<file path="config.mk">
export PLATFORM = sky130hd
export DESIGN_NAME = des_block_packer
export DESIGN_NICKNAME = d
export VERILOG_FILES = /design/src/rtl/des_pkg.sv /design/src/rtl/des_blk_fifo.sv /design/src/rtl/des_block_packer.sv
export SDC_FILE = /design/constraint.sdc
export NUM_CORES = 1
export LEC_CHECK = 0
export BUFFER_PORTS_ARGS = -buffer_cell sky130_fd_sc_hd__buf_4
export CAP_MARGIN = 0
export CELL_PAD_IN_SITES_DETAIL_PLACEMENT = 1
export CELL_PAD_IN_SITES_GLOBAL_PLACEMENT = 2
export CORE_MARGIN = 2
export CORE_UTILIZATION = 47
export DETAILED_ROUTE_END_ITERATION = 10
export MAX_ROUTING_LAYER = met4
export PLACE_DENSITY = 0.91
export REMOVE_ABC_BUFFERS = 1
export SLEW_MARGIN = 10
export SYNTH_ARGS = -nofsm -noshare
export SYNTH_HDL_FRONTEND = slang
export SYNTH_SLANG_ARGS = --single-unit
</file>
<file path="constraint.sdc">
create_clock -name okClk -period 7 [get_ports okClk]
set_input_delay 1.05 -clock okClk [delete_from_list [all_inputs] [get_ports okClk]]
set_output_delay 1.05 -clock okClk [all_outputs]
set_load 0.01 [all_outputs]
</file>
<file path="src/rtl/des_pkg.sv">
`default_nettype none
// ============================================================================
//  Package   : des_pkg
//  Purpose   : Shared widths, pair-FSM state encoding and the byte-swap helper
//              used by the DES block packer.
//  Revision  : 1.0  initial release
// ============================================================================
package des_pkg;

  localparam int DES_WORD_W = 32;
  localparam int DES_BLK_W  = 64;

  // Pair FSM: either no word held, or a low half waiting for its partner
  typedef enum logic [0:0] {
    S_EMPTY = 1'b0,
    S_HALF  = 1'b1
  } pair_state_e;

  // Reverse the byte order of one 32-bit word
  function automatic logic [DES_WORD_W-1:0] byte_swap(input logic [DES_WORD_W-1:0] w);
    return {w[7:0], w[15:8], w[23:16], w[31:24]};
  endfunction

endpackage
`default_nettype wire

</file>
<file path="src/rtl/des_blk_fifo.sv">
`default_nettype none
// ============================================================================
//  Module    : des_blk_fifo
//  Purpose   : DEPTH x 64-bit synchronous FIFO with a register-backed head and
//              a level output. Push/pop arrive already qualified by the caller
//              (no full/empty protection inside).
//  Revision  : 1.0  initial release
// ============================================================================
module des_blk_fifo
  import des_pkg::*;
#(
  parameter int DEPTH = 8,
  parameter int LVL_W = $clog2(DEPTH) + 1
) (
  input  logic                 clk,
  input  logic                 rst_n,
  input  logic                 i_clear,
  input  logic                 i_push,
  input  logic [DES_BLK_W-1:0] i_push_data,
  input  logic                 i_pop,
  output logic [DES_BLK_W-1:0] o_head,
  output logic [LVL_W-1:0]     o_level
);

  localparam int PTR_W = $clog2(DEPTH);

  logic [DES_BLK_W-1:0] r_mem [DEPTH];
  logic [PTR_W-1:0]     r_wr_ptr;
  logic [PTR_W-1:0]     r_rd_ptr;
  logic [LVL_W-1:0]     r_level;

  // Storage array: written only on an accepted push
  always_ff @(posedge clk) begin
    if (i_push && !i_clear) begin
      r_mem[r_wr_ptr] <= i_push_data;
    end
  end

  // Pointers wrap naturally at DEPTH (power of two); level tracks occupancy
  always_ff @(posedge clk or negedge rst_n) begin
    if (!rst_n) begin
      r_wr_ptr <= '0;
      r_rd_ptr <= '0;
      r_level  <= '0;
    end else if (i_clear) begin
      r_wr_ptr <= '0;
      r_rd_ptr <= '0;
      r_level  <= '0;
    end else begin
      if (i_push) r_wr_ptr <= r_wr_ptr + PTR_W'(1);
      if (i_pop)  r_rd_ptr <= r_rd_ptr + PTR_W'(1);
      case ({i_push, i_pop})
        2'b10:   r_level <= r_level + LVL_W'(1);
        2'b01:   r_level <= r_level - LVL_W'(1);
        default: r_level <= r_level;
      endcase
    end
  end

  // Head reads zero when empty so reset/clear leave a clean output
  assign o_head  = (r_level != '0) ? r_mem[r_rd_ptr] : '0;
  assign o_level = r_level;

endmodule
`default_nettype wire

</file>
<file path="src/rtl/des_block_packer.sv">
`default_nettype none
// ============================================================================
//  Module    : des_block_packer
//  Purpose   : Pairs the 32-bit PipeIn word stream into 64-bit DES blocks,
//              queues them in des_blk_fifo and hands them out over valid/ready.
//              Flush pads a dangling half block with PAD_WORD.
//  Config    : DES_PACK_BYTESWAP_EN -- byte-reverse each incoming word before
//              packing (PAD_WORD is never swapped).
//  Revision  : 1.0  initial release
// ============================================================================
module des_block_packer
  import des_pkg::*;
#(
  parameter int                    DEPTH    = 8,
  parameter logic [DES_WORD_W-1:0] PAD_WORD = 32'h0,
  parameter int                    CNT_W    = 16
) (
  input  logic                    okClk,
  input  logic                    reset_n,
  input  logic                    clear,
  input  logic                    word_valid,
  input  logic [DES_WORD_W-1:0]   word_data,
  input  logic                    flush,
  output logic                    blk_valid,
  output logic [DES_BLK_W-1:0]    blk_data,
  input  logic                    blk_ready,
  output logic [$clog2(DEPTH):0]  fifo_level,
  output logic                    half_pending,
  output logic                    overflow,
  output logic [CNT_W-1:0]        blk_count
);

  localparam int LVL_W = $clog2(DEPTH) + 1;

  pair_state_e          r_state;
  pair_state_e          w_state_nxt;
  logic [DES_WORD_W-1:0] r_low;
  logic                 r_overflow;
  logic [CNT_W-1:0]     r_count;

  logic [DES_WORD_W-1:0] w_word;
  logic                  w_latch;
  logic                  w_push_req;
  logic [DES_BLK_W-1:0]  w_push_data;
  logic                  w_pop;
  logic                  w_full;
  logic                  w_push_ok;
  logic                  w_drop;
  logic [LVL_W-1:0]      w_level;

`ifdef DES_PACK_BYTESWAP_EN
  assign w_word = byte_swap(word_data);
`else
  assign w_word = word_data;
`endif

  assign blk_valid = (w_level != '0);
  assign w_pop     = blk_valid && blk_ready && !clear;
  assign w_full    = (w_level == LVL_W'(DEPTH));
  // A full FIFO can still take a block when the head leaves the same cycle
  assign w_push_ok = w_push_req && (!w_full || w_pop);
  assign w_drop    = w_push_req && !w_push_ok;

  // Pair FSM next state and block assembly
  always_comb begin
    w_state_nxt = r_state;
    w_latch     = 1'b0;
    w_push_req  = 1'b0;
    w_push_data = '0;
    case (r_state)
      S_EMPTY: begin
        if (word_valid && flush) begin
          w_push_req  = 1'b1;
          w_push_data = {PAD_WORD, w_word};
        end else if (word_valid) begin
          w_latch     = 1'b1;
          w_state_nxt = S_HALF;
        end
      end
      S_HALF: begin
        if (word_valid) begin
          w_push_req  = 1'b1;
          w_push_data = {w_word, r_low};
          w_state_nxt = S_EMPTY;
        end else if (flush) begin
          w_push_req  = 1'b1;
          w_push_data = {PAD_WORD, r_low};
          w_state_nxt = S_EMPTY;
        end
      end
      default: w_state_nxt = S_EMPTY;
    endcase
    if (clear) begin
      w_state_nxt = S_EMPTY;
      w_latch     = 1'b0;
      w_push_req  = 1'b0;
    end
  end

  // State, held low word, sticky overflow and handed-off block counter
  always_ff @(posedge okClk or negedge reset_n) begin
    if (!reset_n) begin
      r_state    <= S_EMPTY;
      r_low      <= '0;
      r_overflow <= 1'b0;
      r_count    <= '0;
    end else begin
      r_state <= w_state_nxt;
      if (w_latch) r_low <= w_word;
      if (clear) begin
        r_overflow <= 1'b0;
        r_count    <= '0;
      end else begin
        if (w_drop) r_overflow <= 1'b1;
        if (w_pop)  r_count    <= r_count + CNT_W'(1);
      end
    end
  end

  des_blk_fifo #(
    .DEPTH (DEPTH),
    .LVL_W (LVL_W)
  ) u_fifo (
    .clk         (okClk),
    .rst_n       (reset_n),
    .i_clear     (clear),
    .i_push      (w_push_ok),
    .i_push_data (w_push_data),
    .i_pop       (w_pop),
    .o_head      (blk_data),
    .o_level     (w_level)
  );

  assign fifo_level   = w_level;
  assign half_pending = (r_state == S_HALF);
  assign overflow     = r_overflow;
  assign blk_count    = r_count;

endmodule
`default_nettype wire
</file>
* Word-level counts from Yosys, hierarchy flattened
Memory sizes are Yosys's and may differ from the RTL's.
Index checks and enable logic that the tools add are counted.
** Word-level totals
- Flip-flop bits (word level) :: 60
- Bits in writable memories :: 512
- Output and inout port bits :: 87
- Memories kept :: 1
** Operators by class
- Add/sub/neg operators :: 5
- Equal/unequal tests :: 3
- Muxes and demuxes :: 30
- Bitwise logic cells :: 1
- Reductions and logical operators :: 15
** Memories
- u_fifo.r_mem :: words 8, width 64, rd ports 1, clocked after Yosys merged registers in 0, wr ports 1, line des_blk_fifo.sv:27 : logic [DES_BLK_W-1:0] r_mem [DEPTH];
** Operator list (number)
- 2-to-1 mux 64 bit :: 2
- case mux 64 bit (2 select lines) :: 1
- 2-to-1 mux 32 bit :: 2
- 2-to-1 mux 16 bit :: 2
- adder 16 x 1 -> 16 bit, second input constant :: 1
- 2-to-1 mux 1 bit :: 15
- 2-to-1 mux 3 bit :: 4
- case mux 4 bit (2 select lines) :: 1
- adder 3 x 1 -> 3 bit, second input constant :: 2
- logical AND 1 bit :: 6
- nonzero test 2 bit :: 3
- adder 4 x 1 -> 4 bit, second input constant :: 1
- equality test 4 bit, second input constant :: 1
- 2-to-1 mux 4 bit :: 1
- case mux 1 bit (2 select lines) :: 2
- nonzero test 4 bit :: 1
- subtractor 4 x 1 -> 4 bit, second input constant :: 1
- zero test 1 bit :: 3
- nonzero test 3 bit :: 1
- equality test 2 x 1 -> 1 bit, second input constant :: 1
- equality test 2 bit, second input constant :: 1
- logical OR 1 bit :: 1
- NOT 1 bit :: 1

* Longest topological paths before layout
Gate-level depths: netlist (run 1).
- Depth in word-level cells :: 9
- Depth in mapped cells :: 8

* By module
A second synthesis (run 1) with hierarchy kept.
** Second synthesis, totals
- Cell total of the unflattened synthesis :: 1070
- Area total of the unflattened synthesis :: 22405.2 um2
** By module, submodules not included
- des_blk_fifo :: instances 1, cells an instance 820, area each 19725.2 um2, seq. area each 15625.0 um2
- des_block_packer :: instances 1, cells an instance 250, area each 2680.1 um2, seq. area each 1251.2 um2

* Worst setup path before layout (run 1)
OpenSTA, ideal clock, no wires.
- Kind :: input port to flip-flop
- Start :: input word_valid
- End :: memory u_fifo.r_mem[0][0], enable pin
- Setup time :: 565 ps
- Arrival time :: 6420 ps
- Setup slack :: 15 ps
- Cell stages on the path :: 5
- Path buffers :: 1
- Cell sequence :: clkbuf_1 -> maj3_1 -> o31ai_1 -> or3_1 -> nor3_1
** Between the ends
- Longest elaborated chain between the ends :: 8
- Elaborated cells on any way between the ends :: 9
- Those cells by class :: 6 x mux; 3 x reduce/logical
** RTL lines
- start, declared :: line des_block_packer.sv:21 : input logic word_valid,
- logical AND 1 bit :: line des_block_packer.sv:72 : if (word_valid && flush) begin
- 2-to-1 mux 1 bit :: line des_block_packer.sv:72
- case mux 1 bit (2 select lines) * :: line des_block_packer.sv:70 : case (r_state)
- 2-to-1 mux 1 bit * :: line des_block_packer.sv:93 : if (clear) begin
- logical AND 1 bit * :: line des_block_packer.sv:61 : assign w_push_ok = w_push_req && (!w_full || w_pop);
- logical AND 1 bit * :: line des_blk_fifo.sv:34 : if (i_push && !i_clear) begin
- 2-to-1 mux 1 bit * :: line des_blk_fifo.sv:34
- 2-to-1 mux 1 bit (implied by the code) * :: line des_blk_fifo.sv:35 : r_mem[r_wr_ptr] <= i_push_data;
- end, declared :: line des_blk_fifo.sv:27
Every way passes the cells marked *; elsewhere a longest branch is shown, timed or not.

* Worst setup path in the final report (run 1)
- Start :: register u_fifo.r_rd_ptr[1]
- End :: output blk_data[52]
** Between the ends
- Longest elaborated chain between the ends :: 2
** RTL lines
- start, declared :: line des_blk_fifo.sv:29 : logic [PTR_W-1:0] r_rd_ptr;
- start signal, assigned :: line des_blk_fifo.sv:51 : if (i_pop) r_rd_ptr <= r_rd_ptr + PTR_W'(1);
- memory (8 x 64 bit)
- 2-to-1 mux 64 bit :: line des_blk_fifo.sv:61 : assign o_head = (r_level != '0) ? r_mem[r_rd_ptr] : '0;
- end, declared :: line des_block_packer.sv:25 : output logic [DES_BLK_W-1:0] blk_data,
No other way between the ends.

==> results.py, run 1 <==
metrics = {
    "run_status": {
        "status": "finished clean",
    },
    "yosys": {
        "synthArstFlopShare_pct": 10.5,
        "synth_top_cell_area_share_pct": 67.9,
        "synth-edff-count": 512,
        "synth_area_leaders": "edfxtp_1 68%, mux4_2 13%, dfrtp_1 6.6%, mux2i_1 2.9%, mux2_2 1.7%",
        "ys_seq_elements": 572,
        "synthCells": 1127,
        "synth_cell_type_count": 45,
        "syn_avg_cell_area_um2": 20.1,
        "ys_warn_count": 0,
        "synth_area_mm2": 0.0226,
        "synth_ff_type": "edfxtp_1",
        "yosysSeqAreaShare_pct": 74.5,
        "synth_top_area_cell": "edfxtp_1",
    },
    "drt": {
        "routed_via_density": 5.98,
        "wl_per_cell_um": 27.8,
        "ant_nets": 0,
        "firstDrtPassIters": 5,
        "via_count": 11500,
        "drc": 0,
        "drtIter0Drc": 1245,
        "drt-total-wl_um": 53600,
    },
    "setup_path": {
        "r2r-end": "u_fifo.r_mem[2][60]$_DFFE_PP_",
        "cpMostUsedCell": "buf_4",
        "cp_max_fo": 58,
        "crit_path_end_kind": "output pin",
        "critPathArrivalTime_ps": 3290,
        "worstPathRequired_ps": 5950,
        "reg2regPathDepth": 5,
        "regToRegSetupSlack_ps": 2910,
        "r2r-start": "half_pending$_DFF_PN0_",
        "path_cells": "buf_4 > mux4_2 > mux2i_1 > nor2_1 > buf_4",
        "cp_slowest_stage_delay_ps": 1020,
        "start_kind": "flop",
        "critPathCapture": "blk_data[52]",
        "path_class": "flop to output pin",
        "crit_slowest_cell": "dfrtp_4",
        "worstSetupStartpoint": "u_fifo.r_rd_ptr[1]$_DFFE_PN0P_",
    },
    "job": {
        "maxCapViolCount": 0,
    },
    "power": {
        "p_int_mw": 6.27,
        "p_leak_nw": 8.79,
        "netSwitchingFraction_pct": 24.3,
        "power_density_mw_per_mm2": 316,
        "pwr-share-seq_pct": 47.1,
        "peakVddDrop_mv": 0.173,
        "p_sw_mw": 2.02,
        "combPwrFrac_pct": 15.9,
        "clockPowerShare_pct": 37.0,
    },
    "clocking": {
        "htreeDepth": 2,
        "cts_tree": "yes",
        "cts.path.max_buffers": 3,
        "post_cts_resized": 0,
        "cts_buffers": 55,
        "clkSlewWorstSetupHoldPaths_ps": 60,
        "cts.hold.buffers_added": 0,
        "cts_setup_buffers": 0,
        "clkLatencyLatePin_ps": 600,
        "root_buffer": "clkbuf_16",
        "clock-sinks": 572,
    },
    "timing": {
        "setup_tns_ps": 0,
        "tightest_slew_ps": 1190,
        "maxSlewViolCount": 0,
        "relSlewSlack_pct": 20.4,
        "finalHoldViolCount": 0,
        "rsz0062_at_grt": "no",
        "post-route-period-util_pct": 62.0,
        "finalSetupViolCount": 0,
        "clock_skew_ps": 12.9,
        "fin_crit_ps": 4340,
        "max_freq_ghz": 0.230,
    },
    "die": {
        "io_pins": 125,
        "rows": 80,
        "core_area_mm2": 0.0476,
        "die-height_um": 224,
        "initial_core_util_pct": 47.5,
        "die_x_um": 224,
        "dieArea_mm2": 0.0500,
    },
    "layout": {
        "drive_gt1_share_pct": 31.4,
        "nets": 1307,
        "final_cells": 1923,
        "multi_input_area_mm2": 0.00556,
        "areaGrowthSynthToFinish_pct": 15.7,
        "nFillCells": 4194,
        "antenna_cells": 0,
        "final-seq-area_mm2": 0.0169,
    },
    "grt": {
        "grt_usage_pct": 22.6,
        "grt_pass1_wl_um": 80600,
        "antenna_found_initial": 0,
        "gr-total-overflow": 0,
        "grt_max_degree": 75,
        "grt_pass1_vias": 12700,
    },
    "placement": {
        "dp.final_hpwl_um": 29900,
        "io_buffer_count": 124,
        "placed_cells": 1821,
        "gp_congestion": 0.731,
    },
    "worst_hold_path": {
        "min_from": "r_low[23]$_DFFE_PN0P_",
        "hold_path_class": "flop to flop",
    },
}
[flip-flops by register name, indices dropped and copies added, names as in the netlist]
name	cells
u_fifo.o_level	4
u_fifo.r_mem	512
half_pending	1
u_fifo.r_rd_ptr	3
blk_count	16
overflow	1
r_low	32
u_fifo.r_wr_ptr	3
[area by class of cell]
class | count | area share, %
well taps | 615 | 2.94
clock buffers | 80 | 6.04
multi-input cells | 484 | 21.2
inverters | 4 | 0.0573
repair buffers | 146 | 4.23
flip-flops and latches | 572 | 64.4
clock inverters | 22 | 1.10
[cell usage after synthesis, types with 2 or more instances]
master    count
or3_1         3
nor2_1       91
nor3_1        7
nand4_1       2
nor4b_1       2
nor4_1        2
buf_2        17
and3_1       32
mux2_2       35
mux4_2      128
nand2b_1      4
nand2_1      14
xnor2_1      10
buf_1         7
dfrtp_1      60
inv_1         4
clkbuf_1     43
nand3_1       4
mux2i_1      66
edfxtp_1    512
nor2b_1       3
ha_1          5
xor2_1        5
o31ai_1       5
or4_1         4
a21oi_1      12
a22o_1       32
[cell usage in the layout, fill, tap and decap left out, types with 6 or more instances in the layout]
cell type	count
a21oi_1	12
edfxtp_1	512
nor2_4	6
buf_4	145
clkbuf_8	7
clkinv_2	6
mux4_2	128
xnor2_1	10
nand2_1	14
bufinv_16	7
mux2_2	35
nor2_1	85
clkbuf_1	16
clkbuf_16	57
and3_1	32
dfrtp_1	56
a22o_1	32
mux2i_1	66
[power groups by stage]
| stage | Sequential [mW] | Clock (mW) | Combinational [mW] |
|---|---|---|---|
| after floorplan | 4.04 | 0 | 0.835 |
| final | 3.90 | 3.07 | 1.32 |
| after global routing | 3.92 | 3.23 | 1.42 |
| after global placement | 3.96 | 0 | 1.29 |
| after CTS | 3.91 | 3.11 | 1.35 |
| after detailed placement | 3.97 | 0 | 1.34 |
[per-stage QoR]
| step | worst slack [ps] | total power, mW | utilization (%) | area (um2) | hold WS [ps] |
|---|---|---|---|---|---|
| 3_5_place_dp | 2450 | 5.31 | 51.1 | 24300 | 499 |
| 3_3_place_gp | 2680 | 5.25 | 51.1 | 24300 | 489 |
| 2_1_floorplan | 53.6 | 4.87 | - | 22400 | 481 |
| 6_report | 2660 | 8.29 | 55.0 | 26200 | 513 |
| 5_1_grt | 2510 | 8.57 | 55.0 | 26200 | 534 |
| 4_1_cts | 2570 | 8.37 | 55.0 | 26200 | 513 |
[worst max-delay path, delay by kind of cell (launching register included)]
family / cells / cell delay (ps)
flops: 1 / 1020
buf+inv: 2 / 800
mux: 2 / 760
simple gates: 1 / 70
[worst min path at each step]
stage          depth (start not counted)                    end  slack, ps
2_1_floorplan                          1   r_low[0]$_DFFE_PN0P_        480
3_3_place_gp                           1  r_low[28]$_DFFE_PN0P_        490
3_5_place_dp                           1  r_low[23]$_DFFE_PN0P_        500
4_1_cts                                1  r_low[23]$_DFFE_PN0P_        510
5_1_grt                                1   r_low[1]$_DFFE_PN0P_        530
6_report                               1  r_low[23]$_DFFE_PN0P_        510
[metal layers]
layer  track usage (%)  up-vias  part of all wire [%]
met5                 -        -                     0
met4              8.11        0                   2.8
met3              3.41      104                   5.9
met2              36.1      417                    50
met1              30.0     6135                    41
li1                  -     4846                     -
[kinds of logic (layout without fill, tap and decap cells)]
logic type,count (synthesis),in the layout,synth area share (%)
adders and majority gates,7,7,0.409
buffers and inverters,71,252,1.27
AOI/OAI and AO/OA,58,58,2.04
DFF,572,572,74.5
and+or+nand+nor,175,175,3.80
muxes,229,229,17.4
xor gates and xnor gates,15,15,0.580
No activity file was read; power rests on OpenSTA's default activity.
==> run 2: changes to the inputs <==
ABC_AREA = 1   (was not set)
CORE_UTILIZATION = 42   (was 47)
clock period = 4.1 ns   (was 7 ns; I/O delays follow)
==> run 2 against run 1 <==
Via count grew 38%. Sequential power grew 71%. Critical path type unchanged. First-iteration DRC count grew 1.9%. Area after synthesis grew 3.3%.
==> results.py, run 2 <==
metrics = {
    "layout": {
        "mostFrequentLayoutCell": "edfxtp_1",
        "antenna_cells": 0,
        "nets": 2062,
        "fin_util_pct": 49.0,
        "nFillCells": 5692,
        "final_cell_mix": "512 x edfxtp_1, 435 x nor2_1, 352 x o21ai_0",
        "largest_reg_flops": 512,
        "regMostFlops": "u_fifo.r_mem",
        "drive_gt1_share_pct": 12.5,
        "final-seq-area_mm2": 0.0169,
        "multi_input_area_mm2": 0.00576,
        "areaGrowthSynthToFinish_pct": 15.3,
    },
    "clocking": {
        "cts_tree": "yes",
        "clkSlewWorstSetupHoldPaths_ps": 60,
        "htreeDepth": 2,
        "cts_buffers": 58,
        "clock-sinks": 572,
        "cts_setup_buffers": 0,
        "cts.path.max_buffers": 3,
        "post_cts_resized": 0,
        "root_buffer": "clkbuf_16",
        "cts.hold.buffers_added": 0,
        "clkLatencyLatePin_ps": 620,
    },
    "yosys": {
        "synth_top_cell_area_share_pct": 65.7,
        "synth_xor_area_share_pct": 0.0374,
        "synth_ff_type": "edfxtp_1",
        "synth-compound-area-share_pct": 10.6,
        "synthArstFlopShare_pct": 10.5,
        "synth_cell_type_count": 33,
        "synth-edff-count": 512,
        "synth_mux_area_share_pct": 2.74,
        "synth_area_mm2": 0.0234,
        "synthCells": 1926,
        "ys_seq_elements": 572,
        "synth_top_area_cell": "edfxtp_1",
        "synth_most_common_cell": "edfxtp_1",
        "syn_avg_cell_area_um2": 12.1,
        "synth_common_cells": "512 x edfxtp_1, 443 x nor2_1, 352 x o21ai_0, 97 x nand2_1, 82 x clkbuf_1",
        "synth_adder_area_share_pct": 0.353,
        "ys_warn_count": 0,
        "yosysSeqAreaShare_pct": 72.1,
        "synthSimpleGateAreaFrac_pct": 10.6,
        "synth_area_leaders": "edfxtp_1 66%, o21ai_0 7.5%, nor2_1 7.1%, dfrtp_1 6.4%, mux2i_1 2.7%",
        "synth_top_family_by_area": "simple AND/OR/NAND/NOR gates",
    },
    "grt": {
        "antenna_found_initial": 0,
        "gr-total-overflow": 0,
        "grt_max_degree": 140,
        "grt_usage_pct": 23.6,
        "grt_pass1_wl_um": 99600,
        "grt_pass1_vias": 16900,
    },
    "job": {
        "maxCapViolCount": 0,
    },
    "drt": {
        "drt-total-wl_um": 65300,
        "drc": 0,
        "met1_length_um": 27400,
        "firstDrtPassIters": 5,
        "ant_nets": 0,
        "via_count": 15900,
        "drtIter0Drc": 1269,
        "dr_wl_met2_um": 32600,
        "routed_via_density": 5.64,
        "routed.top_layer": "met4",
        "wl_per_cell_um": 23.2,
        "wl_met3_um": 3490,
    },
    "timing": {
        "tightest_slew_ps": 1210,
        "clock_skew_ps": 27.9,
        "rsz0062_at_grt": "no",
        "post-route-period-util_pct": 86.8,
        "setup_ws_ps": 540,
        "fin_crit_ps": 3560,
        "max_freq_ghz": 0.281,
        "relSlewSlack_pct": 18.9,
        "finalHoldViolCount": 0,
        "maxSlewViolCount": 0,
        "finalSetupViolCount": 0,
    },
    "power": {
        "peakVddDrop_mv": 0.379,
        "p_leak_nw": 9.34,
        "power_density_mw_per_mm2": 582,
    },
    "die": {
        "die-height_um": 240,
        "die_x_um": 240,
        "dieArea_mm2": 0.0576,
        "core_area_mm2": 0.0551,
        "rows": 86,
        "io_pins": 125,
        "initial_core_util_pct": 42.5,
    },
    "run_status": {
        "status": "finished clean",
    },
    "setup_path": {
        "path_cells": "nor2_1 > nand2_4 > buf_4 > o21ai_0 > nor2_1 > buf_4",
        "crit_slowest_cell": "buf_4",
        "worstSetupStartpoint": "u_fifo.o_level[0]$_DFFE_PN0P_",
        "reg2regPathDepth": 3,
        "cp_max_fo": 44,
        "start_kind": "flop",
        "worstPathRequired_ps": 3480,
        "r2r-start": "half_pending$_DFF_PN0_",
        "cp_slowest_stage_delay_ps": 580,
        "crit_path_end_kind": "output pin",
        "critPathArrivalTime_ps": 2950,
        "path_class": "flop to output pin",
    },
    "placement": {
        "dp.final_hpwl_um": 36000,
        "io_buffer_count": 124,
        "gp_congestion": 0.791,
        "place_ws_ps": 1190,
    },
    "worst_hold_path": {
        "hold_path_class": "input pin to asynchronous set/reset pin",
    },
}
-- run 2: cell count changes in the layout (fill, tap and decap cells not counted), sizes merged, moves of 31 or more --
cell,delta
nor2,+353
and3,-31
mux2,-35
o21ai,+395
nand2,+84
inv,+58
o22ai,+64
mux4,-128
nand3,+52
-- run 2: worst paths after layout --
| path | slack, ps | to |
|---|---|---|
| max reg2reg | 1190 | u_fifo.r_mem[4][54]$_DFFE_PP_ |
| min reg2reg | 490 | r_low[28]$_DFFE_PN0P_ |
| max | 540 | blk_data[10] |
| min in group okClk | 240 | blk_count[7]$_DFFE_PN0P_ |
| min | 180 | blk_count[15]$_DFFE_PN0P_ |
| max in group asynchronous | 3180 | u_fifo.r_rd_ptr[1]$_DFFE_PN0P_ |
-- run 2: cell families after synthesis --
| group | after synthesis |
|---|---|
| AO/OA/AOI/OAI | 474 |
| XOR/XNOR | 1 |
| adder cells (fa/ha/maj) | 6 |
| buffers and inverters | 184 |
| flip-flops | 572 |
| multiplexers | 64 |
| AND/OR/NAND/NOR | 625 |
-- run 2: area by class of cell --
cell class,count,area share [%]
Sequential cell,572,62.6
Timing Repair Buffer,155,4.96
Clock inverter,25,0.760
Inverter,61,0.872
Clock buffer,82,6.01
Tap cell,748,3.47
Multi-Input combinational cell,1170,21.3
-- run 2: where the power goes --
| group | total [mW] | switching [mW] | internal, mW |
|---|---|---|---|
| registers | 6.65 | 0.138 | 6.51 |
| logic | 3.95 | 2.60 | 1.35 |
| clock network | 5.12 | 2.18 | 2.93 |
-- run 2: worst max-delay path, delay by kind of cell (launching register included) --
kind,cells,cell delay (ps)
compound gates,1,270
buf+inv,2,770
simple gates,3,780
flops,1,460
-- run 2: layer usage --
metal / GRT usage (%) / up-vias
li1: - / 7091
met1: 30.3 / 8154
met2: 38.8 / 484
met3: 3.30 / 123
met4: 7.68 / 0
met5: - / -
-- run 2: through the flow --
step	total power [mW]	cell area [um2]	TNS, ps	cells	hold slack (ps)
final	15.7	27000	0	2813	180
after global routing	16.4	27000	0	2813	235
after CTS	15.8	27000	0	2813	193
after detailed placement	10.7	25200	0	2706	474
after global placement	10.5	25200	0	2706	467
after floorplan	9.04	22800	-966920	1803	319
==> run 3: changes to the inputs <==
SLEW_MARGIN = 25   (was 10)
clock period = 3.4 ns   (was 4.1 ns; I/O delays follow)
==> run 3 against run 2 <==
Final area increased by 0.96%. Clock skew is 10 ps lower. Clock power rose by 26%. Via count up 0.94%. Largest cell class unchanged. Largest power group unchanged.
==> results.py, run 3 (synthesized netlist as in run 2, its figures left out) <==
metrics = {
    "run_status": {
        "status": "finished clean",
    },
    "job": {
        "maxCapViolCount": 0,
    },
    "setup_path": {
        "start_kind": "flop",
        "r2r-end": "u_fifo.r_mem[0][1]$_DFFE_PP_",
        "crit_path_end_kind": "output pin",
        "regToRegSetupSlack_ps": 320,
        "worstPathRequired_ps": 2890,
        "path_class": "flop to output pin",
        "worstSetupStartpoint": "u_fifo.r_rd_ptr[0]$_DFFE_PN0P_",
        "cp_max_fo": 68,
        "critPathCapture": "blk_data[36]",
        "critPathArrivalTime_ps": 2730,
        "reg2regPathDepth": 5,
        "r2r-start": "half_pending$_DFF_PN0_",
    },
    "drt": {
        "firstDrtPassIters": 5,
        "drc": 0,
        "ant_nets": 0,
        "drt-total-wl_um": 65900,
        "routed_via_density": 5.66,
        "drtIter0Drc": 1431,
        "wl_per_cell_um": 23.3,
        "via_count": 16000,
    },
    "grt": {
        "gr-total-overflow": 0,
        "grt_pass1_vias": 17200,
        "grt_usage_pct": 23.6,
        "grt_max_degree": 106,
        "grt_pass1_wl_um": 101000,
        "antenna_found_initial": 0,
    },
    "timing": {
        "max_freq_ghz": 0.309,
        "finalHoldViolCount": 0,
        "tightest_slew_ps": 1040,
        "relSlewSlack_pct": 29.6,
        "clock_skew_ps": 17.8,
        "maxSlewViolCount": 0,
        "post-route-period-util_pct": 95.2,
        "finalSetupViolCount": 0,
        "rsz0062_at_grt": "yes",
        "fin_crit_ps": 3240,
    },
    "placement": {
        "dp.final_hpwl_um": 36500,
        "io_buffer_count": 124,
        "gp_congestion": 0.802,
    },
    "power": {
        "peakVddDrop_mv": 0.482,
        "fin_total_pwr_mw": 19.3,
        "p_leak_nw": 9.49,
        "power_density_mw_per_mm2": 710,
    },
    "layout": {
        "regMostFlops": "u_fifo.r_mem",
        "largest_reg_flops": 512,
        "fin_util_pct": 49.5,
        "antenna_cells": 0,
        "drive_gt1_share_pct": 13.6,
        "final_cell_mix": "512 x edfxtp_1, 435 x nor2_1, 350 x o21ai_0",
        "nFillCells": 5687,
        "multi_input_area_mm2": 0.00576,
        "nets": 2076,
        "final-seq-area_mm2": 0.0169,
        "areaGrowthSynthToFinish_pct": 16.4,
        "mostFrequentLayoutCell": "edfxtp_1",
    },
    "clocking": {
        "cts_buffers": 57,
        "clock-sinks": 572,
        "clkSlewWorstSetupHoldPaths_ps": 70,
        "cts.path.max_buffers": 3,
        "clkLatencyLatePin_ps": 620,
        "cts.hold.buffers_added": 0,
        "root_buffer": "clkbuf_16",
        "htreeDepth": 2,
        "cts_tree": "yes",
    },
    "die": {
        "io_pins": 125,
        "initial_core_util_pct": 42.5,
        "core_area_mm2": 0.0551,
        "dieArea_mm2": 0.0576,
        "rows": 86,
        "die-height_um": 240,
        "die_x_um": 240,
    },
    "worst_hold_path": {
        "hold_path_class": "input pin to asynchronous set/reset pin",
    },
}
[run 3: metal layers]
layer  vias up  GRT usage, %  part of all wire [%]
li1       7123             -                     -
met1      8272          30.3                    43
met2       488          38.7                    49
met3       118          4.23                   5.6
met4         0          6.46                   2.2
met5         -             -                     0
[run 3: stage by stage]
stage	cells	hold WS, ps	setup TNS [ps]	area (um2)	worst slack [ps]
floorplan	1803	214	-1365500	22800	-5660
global placement	2720	467	0	25300	559
detailed placement	2720	474	0	25300	421
CTS	2829	62.4	0	27200	51.7
global route	2829	89.3	-23.1	27200	-16.5
finish	2829	50.8	0	27200	164
[run 3: worst min-delay path by stage]
stage / to / slack [ps] / cells past startpoint
after floorplan: blk_count[0]$_DFFE_PN0P_ / 210 / 0
after global placement: r_low[27]$_DFFE_PN0P_ / 470 / 2
final: blk_count[15]$_DFFE_PN0P_ / 50 / 1
after CTS: r_low[12]$_DFFE_PN0P_ / 60 / 1
after global routing: blk_count[15]$_DFFE_PN0P_ / 90 / 1
after detailed placement: r_low[15]$_DFFE_PN0P_ / 470 / 2
[run 3: critical path, stage by stage, from the launching register on]
cell     delay, ps
dfrtp_4        600
inv_8          290
buf_12         340
o21ai_0        150
o21ai_1         90
o21ai_0        100
nor2_1         300
buf_4          180
[run 3: power breakdown]
part | leakage [nW] | total (mW) | internal [mW] | switching, mW
combinational | 3.17 | 4.83 | 1.68 | 3.15
clock | 0.952 | 6.47 | 3.79 | 2.68
sequential | 5.37 | 8.04 | 7.85 | 0.188
total | 9.49 | 19.3 | 13.3 | 6.02
[run 3: cell type report]
type / count / share of cell area [%]
multi-input cells: 1170 / 21.2
well taps: 748 / 3.44
repair buffers: 170 / 5.46
inverters: 61 / 0.873
clock inverters: 36 / 1.34
clock buffers: 72 / 5.75
flip-flops and latches: 572 / 62.0
[run 3: repair_timing]
item                                    in CTS  in global routing
endpoints found under the hold margin        0                  0
endpoints found under the setup margin       1                  7
pin swaps                                    0                  0
buffers inserted                             1                  0
gates resized for setup                      0                  1
gates cloned                                 0                  0
